--- config.mk ---
export PLATFORM = sky130hd
export DESIGN_NAME = intersection_phase_scheduler_flat
export DESIGN_NICKNAME = d
export VERILOG_FILES = /design/src/rtl/intersection_phase_scheduler_if.sv /design/src/rtl/intersection_phase_scheduler.sv /design/src/flat_wrapper.sv
export SDC_FILE = /design/constraint.sdc
export NUM_CORES = 1
export LEC_CHECK = 0
export ABC_AREA = 1
export CORE_ASPECT_RATIO = 0.9
export CORE_MARGIN = 5
export CORE_UTILIZATION = 50
export CTS_BUF_LIST = sky130_fd_sc_hd__clkbuf_4 sky130_fd_sc_hd__clkbuf_8 sky130_fd_sc_hd__clkbuf_16
export CTS_CLUSTER_DIAMETER = 60
export DETAILED_ROUTE_END_ITERATION = 8
export PLACE_DENSITY = 0.72
export SLEW_MARGIN = 20
export SYNTH_ARGS = -nofsm -noshare
export SYNTH_HDL_FRONTEND = slang
export SYNTH_SLANG_ARGS = --single-unit
--- constraint.sdc ---
create_clock -name clk -period 2.56 [get_ports clk]
set_clock_uncertainty 0.2 [all_clocks]
set_input_delay 0.256 -clock clk [delete_from_list [all_inputs] [get_ports clk]]
set_output_delay 0.256 -clock clk [all_outputs]
set_load 0.05 [all_outputs]
--- src/rtl/intersection_phase_scheduler_if.sv ---
// Signal bundle between the intersection scheduler and its environment:
// timebase tick and requests in, right-of-way, lamps and countdown out.
interface intersection_phase_scheduler_if #(
  parameter int CW = 4
);
  logic          tick;
  logic [2:0]    req;
  logic [2:0]    grant;
  logic [2:0]    main_lights;
  logic [2:0]    side_lights;
  logic          ped_walk;
  logic [CW-1:0] remaining;

  modport master (
    output tick, req,
    input  grant, main_lights, side_lights, ped_walk, remaining
  );

  modport slave (
    input  tick, req,
    output grant, main_lights, side_lights, ped_walk, remaining
  );
endinterface

--- src/rtl/intersection_phase_scheduler.sv ---
// Round-robin right-of-way scheduler for a main road, a side road and a
// pedestrian crossing, with min/max green, extension and recall to main.
module intersection_phase_scheduler #(
  parameter int T_MIN_GREEN = 5,
  parameter int T_MAX_GREEN = 15,
  parameter int T_AMBER     = 3,
  parameter int T_ALLRED    = 2,
  parameter int T_WALK      = 6,
  parameter int CW          = 4
) (
  input logic                          clk,
  input logic                          rst_n,
  intersection_phase_scheduler_if.slave bus
);

  typedef enum logic [2:0] {
    S_RESET_RED,
    S_GREEN,
    S_AMBER,
    S_PED_WALK,
    S_PED_FLASH,
    S_ALL_RED
  } state_t;

  localparam logic [CW-1:0] LAST_MIN    = CW'(T_MIN_GREEN - 1);
  localparam logic [CW-1:0] LAST_MAX    = CW'(T_MAX_GREEN - 1);
  localparam logic [CW-1:0] LAST_AMBER  = CW'(T_AMBER - 1);
  localparam logic [CW-1:0] LAST_ALLRED = CW'(T_ALLRED - 1);
  localparam logic [CW-1:0] LAST_WALK   = CW'(T_WALK - 1);

  state_t        state, state_n;
  logic [CW-1:0] cnt, cnt_n;
  logic [2:0]    pending, pending_n;
  logic [1:0]    rr_ptr, rr_n;
  logic [1:0]    served, served_n;
  logic [1:0]    winner;
  logic [1:0]    idx;
  logic          found;
  logic [2:0]    served_oh, winner_oh, holder, win_clr;

  assign served_oh = 3'b001 << served;
  assign winner_oh = 3'b001 << winner;
  // Only the phase actually using the right-of-way masks its own request.
  assign holder    = (state == S_GREEN || state == S_PED_WALK) ? served_oh : '0;

  always_comb begin
    winner = '0;
    found  = 1'b0;
    idx    = '0;
    for (int unsigned k = 1; k <= 3; k++) begin
      idx = 2'((32'(rr_ptr) + k) % 3);
      if (!found && pending[idx]) begin
        winner = idx;
        found  = 1'b1;
      end
    end
  end

  always_comb begin
    state_n  = state;
    served_n = served;
    rr_n     = rr_ptr;
    win_clr  = '0;
    case (state)
      S_RESET_RED, S_ALL_RED: begin
        if (bus.tick && cnt == LAST_ALLRED) begin
          state_n  = (winner == 2'd2) ? S_PED_WALK : S_GREEN;
          served_n = winner;
          rr_n     = winner;
          win_clr  = winner_oh;
        end
      end
      S_GREEN: begin
        if (bus.tick && cnt >= LAST_MIN
            && ((|(pending & ~served_oh)) || served == 2'd1)
            && (!bus.req[served] || cnt == LAST_MAX))
          state_n = S_AMBER;
      end
      S_AMBER:     if (bus.tick && cnt == LAST_AMBER) state_n = S_ALL_RED;
      S_PED_WALK:  if (bus.tick && cnt == LAST_WALK)  state_n = S_PED_FLASH;
      S_PED_FLASH: if (bus.tick && cnt == LAST_AMBER) state_n = S_ALL_RED;
      default:     state_n = S_RESET_RED;
    endcase

    pending_n = (pending | (bus.req & ~holder)) & ~win_clr;

    if (state_n != state)
      cnt_n = '0;
    else if (bus.tick && !(state == S_GREEN && cnt == LAST_MAX))
      cnt_n = cnt + 1'b1;
    else
      cnt_n = cnt;
  end

  always_ff @(posedge clk) begin
    if (!rst_n) begin
      state   <= S_RESET_RED;
      cnt     <= '0;
      pending <= '0;
      rr_ptr  <= 2'd2;
      served  <= '0;
    end else begin
      state   <= state_n;
      cnt     <= cnt_n;
      pending <= pending_n;
      rr_ptr  <= rr_n;
      served  <= served_n;
    end
  end

  logic main_g, main_y, side_g, side_y;
  logic [CW-1:0] remaining_d;
  logic          ped_d;

  always_comb begin
    main_g      = (state == S_GREEN) && served == 2'd0;
    main_y      = (state == S_AMBER) && served == 2'd0;
    side_g      = (state == S_GREEN) && served == 2'd1;
    side_y      = (state == S_AMBER) && served == 2'd1;
    ped_d       = 1'b0;
    remaining_d = '0;
    case (state)
      S_RESET_RED, S_ALL_RED: remaining_d = CW'(T_ALLRED) - cnt;
      S_AMBER:                remaining_d = CW'(T_AMBER) - cnt;
      S_PED_WALK: begin
        remaining_d = CW'(T_WALK) - cnt;
        ped_d       = 1'b1;
      end
      S_PED_FLASH: begin
        remaining_d = CW'(T_AMBER) - cnt;
        ped_d       = ~cnt[0];
      end
      default:                remaining_d = '0;
    endcase
  end

  assign bus.grant       = (state == S_RESET_RED) ? '0 : served_oh;
  assign bus.main_lights = {main_g, main_y, !(main_g || main_y)};
  assign bus.side_lights = {side_g, side_y, !(side_g || side_y)};
  assign bus.ped_walk    = ped_d;
  assign bus.remaining   = remaining_d;

endmodule

--- src/flat_wrapper.sv ---
// flat-port wrapper written by rule: the top's interface ports become plain ports
module intersection_phase_scheduler_flat 
#(
  parameter int T_MIN_GREEN = 5,
  parameter int T_MAX_GREEN = 15,
  parameter int T_AMBER     = 3,
  parameter int T_ALLRED    = 2,
  parameter int T_WALK      = 6,
  parameter int CW          = 4
)
  (clk, rst_n, bus_tick, bus_req, bus_grant, bus_main_lights, bus_side_lights, bus_ped_walk, bus_remaining);
  intersection_phase_scheduler_if #(.CW(CW)) bus_i ();
  input logic clk;
  input logic rst_n;
  input wire logic [$bits(bus_i.tick)-1:0] bus_tick;
  input wire logic [$bits(bus_i.req)-1:0] bus_req;
  output wire logic [$bits(bus_i.grant)-1:0] bus_grant;
  output wire logic [$bits(bus_i.main_lights)-1:0] bus_main_lights;
  output wire logic [$bits(bus_i.side_lights)-1:0] bus_side_lights;
  output wire logic [$bits(bus_i.ped_walk)-1:0] bus_ped_walk;
  output wire logic [$bits(bus_i.remaining)-1:0] bus_remaining;
  assign bus_i.tick = bus_tick;
  assign bus_i.req = bus_req;
  assign bus_grant = bus_i.grant;
  assign bus_main_lights = bus_i.main_lights;
  assign bus_side_lights = bus_i.side_lights;
  assign bus_ped_walk = bus_i.ped_walk;
  assign bus_remaining = bus_i.remaining;
  intersection_phase_scheduler #(.T_MIN_GREEN(T_MIN_GREEN), .T_MAX_GREEN(T_MAX_GREEN), .T_AMBER(T_AMBER), .T_ALLRED(T_ALLRED), .T_WALK(T_WALK), .CW(CW)) u_core (.clk(clk), .rst_n(rst_n), .bus(bus_i));
endmodule
# [Word level (Yosys, flattened, before mapping)]
# Cells that the tools add are included.
[totals] regBits=14 inputBits=6 output_inout_bits=14 wordCells=100
[classes] addsub=7 div_mod_pow=3 magnitude_cmp=5 eq_ne=12 n_shift=2 mux=25 bitwise_logic=9 reduce_logical=32
[op_table] operator="32-bit by 2-bit remainder unit with 32-bit output, second input constant" count=3
[op_table] operator="3-bit 2-to-1 mux" count=8
[op_table] operator="1-bit logical AND" count=14
[op_table] operator="2-bit by 3-bit less-than comparator with 1-bit output, second input constant" count=4
[op_table] operator="3-bit one-hot mux with 4 select lines" count=1
[op_table] operator="4-bit one-hot mux with 3 select lines" count=1
[op_table] operator="3-bit AND" count=3
[op_table] operator="3-bit inverter" count=3
[op_table] operator="1-bit binary-select mux with 2-bit select" count=4
[op_table] operator="2-bit 2-to-1 mux" count=4
[op_table] operator="2-bit by 4-bit subtractor with 4-bit output, first input constant" count=2
[op_table] operator="2-bit by 2-bit adder with 3-bit output, second input constant" count=2
[op_table] operator="3-bit by 2-bit equality test with 1-bit output, second input constant" count=2
[op_table] operator="3-bit equality test, second input constant" count=2
[op_table] operator="1-bit logical NOT" count=6
[op_table] operator="1-bit 2-to-1 mux" count=6
[op_table] operator="2-bit OR reduction" count=3
[op_table] operator="1-bit by 2-bit left shift with 3-bit output, first input constant" count=2
[op_table] operator="1-bit logical OR" count=5
[op_table] operator="4-bit by 1-bit adder with 4-bit output, second input constant" count=1
[op_table] operator="4-bit by 1-bit equality test with 1-bit output, second input constant" count=1
[op_table] operator="4-bit by 2-bit equality test with 1-bit output, second input constant" count=1
[op_table] operator="4-bit by 3-bit equality test with 1-bit output, second input constant" count=1
[op_table] operator="4-bit equality test, second input constant" count=1
[op_table] operator="other kinds (14)" count=15

# [Depth between registers and ports, before layout]
[depth] word_depth=17 mapped_depth=14

# [Least setup slack after synthesis]
# Ideal clock, no wire load.
[synth_path] path_type="register to output" from="register u_core.cnt[0]" to="output bus_remaining[1]" t_arrival_ns=1.920 required_ns=2.104 path_slack_ns=0.184 stages_incl_launch_ff=4 path_cell_list="dfxtp_1 inv_1 ha_1 o21ai_0"
[synth_via] elab_chain_len=2
[synth_rtl] element="start: declaration" line_no="intersection_phase_scheduler.sv:32" text="logic [CW-1:0] cnt, cnt_n;"
[synth_rtl] element="start signal: assignment" line_no="intersection_phase_scheduler.sv:104" text="cnt <= cnt_n;"
[synth_rtl] element="2-bit by 4-bit subtractor with 4-bit output, or another cell as far along" line_no="intersection_phase_scheduler.sv:124, intersection_phase_scheduler.sv:130"
[synth_rtl] element="4-bit one-hot mux with 3 select lines *" line_no="intersection_phase_scheduler.sv:122" text="case (state)"
[synth_rtl] element="end: declaration" line_no="flat_wrapper.sv:21" text="output wire logic [$bits(bus_i.remaining)-1:0] bus_remaining;"
# Every way passes the cells marked *; elsewhere a longest branch is shown, timed or not.

# [Worst setup path in the final report]
[layout_path] from="register u_core.state[0]" to="output bus_grant[0]"
[layout_via] elab_chain_len=2
[layout_rtl] element="start: declaration" line_no="intersection_phase_scheduler.sv:31" text="state_t state, state_n;"
[layout_rtl] element="start signal: assignment" line_no="intersection_phase_scheduler.sv:103" text="state <= state_n;"
[layout_rtl] element="3-bit logical NOT" line_no="intersection_phase_scheduler.sv:137" text="assign bus.grant = (state == S_RESET_RED) ? '0 : served_oh;"
[layout_rtl] element="3-bit 2-to-1 mux" line_no="intersection_phase_scheduler.sv:137"
[layout_rtl] element="end: declaration" line_no="flat_wrapper.sv:17" text="output wire logic [$bits(bus_i.grant)-1:0] bus_grant;"
# Every way passes these cells.

==> results.toml <==
[run_status]
status = "complete, no violations"

[synthesis]
synth_cells = 196
synth.area.top_cells = "dfxtp_1, nand2_1, nand3_1"
synth_area_um2 = 1210
synth_xor_area_share_pct = 2.896
synthMuxAreaShare_pct = 0
synth_top_area_share_pct = 21.51
synth-compound-area-share_pct = 13.65
synth_simple_gate_area_share_pct = 37.54
synth_top_family_by_area = "simple AND/OR/NAND/NOR gates"
seq_area_frac_synth_pct = 21.51
syn-num-nets = 213
synthAdderAreaFrac_pct = 11.38
ys_ff_latch = 13
synth_top_cell_by_area = "dfxtp_1"
yosysUniqueCellTypes = 21
syn_area_per_cell_um2 = 6.173
yosysWarningCount = 0

[global_route]
gr-usage-all-layers_pct = 18.84
grt_first_pass_wirelength_um = 5168
grt_max_degree = 9
antenna_found_initial = 0
grt_pass1_vias = 1190
overflow = 0

[sta]
min_period_ps = 2399
hold_viol_final = 0
setup_tns_ps = 0
finalSetupViolations = 0
hold_slack_ps = 364.7
maxSlewViolCount = 0
worstMarginPinSlew_ps = 512.2
maxSlewHeadroom_pct = 65.80
finalCritPeriodShare_pct = 93.70
rsz0062_at_grt = "no"
fmax_mhz = 416.9

[setup_path]
critical_path.cell_chain = "inv_2 -> nand3_1 -> inv_1 -> nor2_1 -> clkdlybuf4s50_1"
required_ps = 2100
r2r_start = "u_core.served[0]"
cp-startpoint = "u_core.state[0]"
crit_path_end_kind = "primary output"
arrival_ps = 1940
critPathMaxFanout = 6
critPathCapture = "bus_grant[0]"
critical_path_class = "reg -> out"
r2r_end = "u_core.pending[0]"
start_kind = "register"
critical_path_depth = 5
cp_slowest_stage_delay_ps = 820
regToRegSetupSlack_ps = 530
reg2reg_depth = 12
path_buf_inv = 3
cpMaxStageDelayCell = "clkdlybuf4s50_1"
path_delay_family = "buffers and inverters"

[place]
io_buffers = 19
hpwlAfterDp_um = 2520
gp_congestion = 0.8846

[power]
power_density_nw_per_um2 = 506.9
power_w = 0.0007344
power.leakage_nw = 0.7855
peakVddDrop_mv = 0.3879

[cts]
clock_sinks = 13
cts_htree_levels = 1
insertion_delay_ps = 270
tritoncts = "done"
numCtsBuffers = 3
post_cts_buffers = 0
clk_pin_slew_worst_paths_ps = 80
cts_hold_buf = 0
cts_root_buf = "clkbuf_4"
max-clock-path-buffers = 2
cts.repair.resized = 0

[job]
maxCapViolations = 0

[die]
initial_utilization_pct = 53.96
die_w_um = 61.85
pin_count = 20
core_area_um2 = 2242
num_rows = 16
die_h_um = 56.67
die_area_um2 = 3505

[route]
firstDrtPassIters = 4
post_drt_via_cell_ratio = 5.369
wl_per_cell_um = 12.40
ant_nets = 0
drc_errors = 0
wirelength_um = 3025
dr_total_vias = 1310
dr.first_iter.drc_count = 59

[final_layout]
drive_gt1_share_pct = 10.14
antenna_cells = 0
fin_nets = 235
area_delta_synth_final_pct = 19.75

[min_path]
hold_class = "reg -> reg"
min_from = "u_core.rr_ptr[1]"
-- routing by layer --
metal  global-route usage, %  up-vias  part of all wire [%]
li1                        -      669                     -
met1                   29.40      587                    48
met5                       0        -                     0
met4                   3.636        0                  0.46
met2                   26.91       52                    41
met3                   2.752        2                    10
-- cells by family after synthesis --
group                      count (synthesis)
adders and majority gates                 11
buffers and inverters                     38
xor gates and xnor gates                   4
AOI/OAI and AO/OA                         29
and+or+nand+nor                          101
DFF                                       13
-- cells in the mapped netlist --
library cell / n
o21ai_2: 1
nand4_1: 3
nor2_1: 18
o21ai_0: 13
o221ai_1: 1
nand2_4: 1
nand2_2: 3
nand3_1: 28
nor2_2: 2
nand2_1: 44
inv_2: 3
a21oi_1: 9
o21a_1: 1
dfxtp_1: 13
o211ai_1: 3
o21bai_1: 1
buf_4: 4
xor2_1: 4
inv_1: 31
nand3_2: 2
ha_1: 11
-- metrics by stage --
step | area [um2] | instances | util [%] | setup slack [ps]
6_report | 1449 | 244 | 64.62 | 161.4
5_1_grt | 1449 | 244 | 64.62 | 37.40
4_1_cts | 1436 | 244 | 64.06 | 43.14
3_5_place_dp | 1409 | 240 | 62.83 | 347.5
3_3_place_gp | 1409 | 240 | 62.83 | 378.2
2_1_floorplan | 1210 | 196 | - | 184.3
-- cells in the final DEF (no fill, tap or decap) --
cell / count
nand2_1: 44
inv_1: 31
nand3_1: 28
nor2_1: 18
o21ai_0: 13
dfxtp_1: 13
ha_1: 11
clkdlybuf4s50_1: 10
a21oi_1: 9
buf_4: 6
dlymetal6s2s_1: 5
xor2_1: 4
inv_2: 3
nand2_2: 3
o211ai_1: 3
nand4_1: 3
clkbuf_4: 3
nor2_2: 2
nand3_2: 2
nand2_4: 1
o221ai_1: 1
o21a_1: 1
o21ai_2: 1
o21bai_1: 1
clkinv_2: 1
-- worst min-delay path by stage --
stage                     cells after the start  slack (ps)                to
final                                         2         360  u_core.rr_ptr[1]
after global routing                          2         430  u_core.rr_ptr[1]
after CTS                                     2         370  u_core.rr_ptr[1]
after detailed placement                      2         360  u_core.rr_ptr[1]
after global placement                        2         340  u_core.rr_ptr[1]
after floorplan                               2         150   u_core.state[2]
-- flip-flops by register name, summed over array words and instances, names as in the netlist --
register        count
u_core.cnt          4
u_core.pending      3
u_core.state        3
u_core.rr_ptr       1
u_core.served       2
-- report_power, final --
group	internal [W]	switching, W
sequential	0.000222	0.0000246
clock	0.0000577	0.0000614
combinational	0.000116	0.000253
total	0.000396	0.000338
-- worst reg2reg max path, delay by kind of cell (launching register included) --
family | cells | cell delay (ps)
AND/OR/NAND/NOR | 7 | 500
adder cells (fa/ha/maj) | 1 | 410
flip-flops | 1 | 350
buffers and inverters | 3 | 290
AO/OA/AOI/OAI | 1 | 180
-- cell type report --
class / instances / area [um2]
well taps: 27 / 33.78
multi-input cells: 145 / 792.0
flip-flops and latches: 13 / 260.3
inverters: 34 / 127.6
fillers: 225 / 793.3
repair buffers: 21 / 207.7
clock inverters: 1 / 5.005
clock buffers: 3 / 22.52
Power figures use the tool's default switching activity.
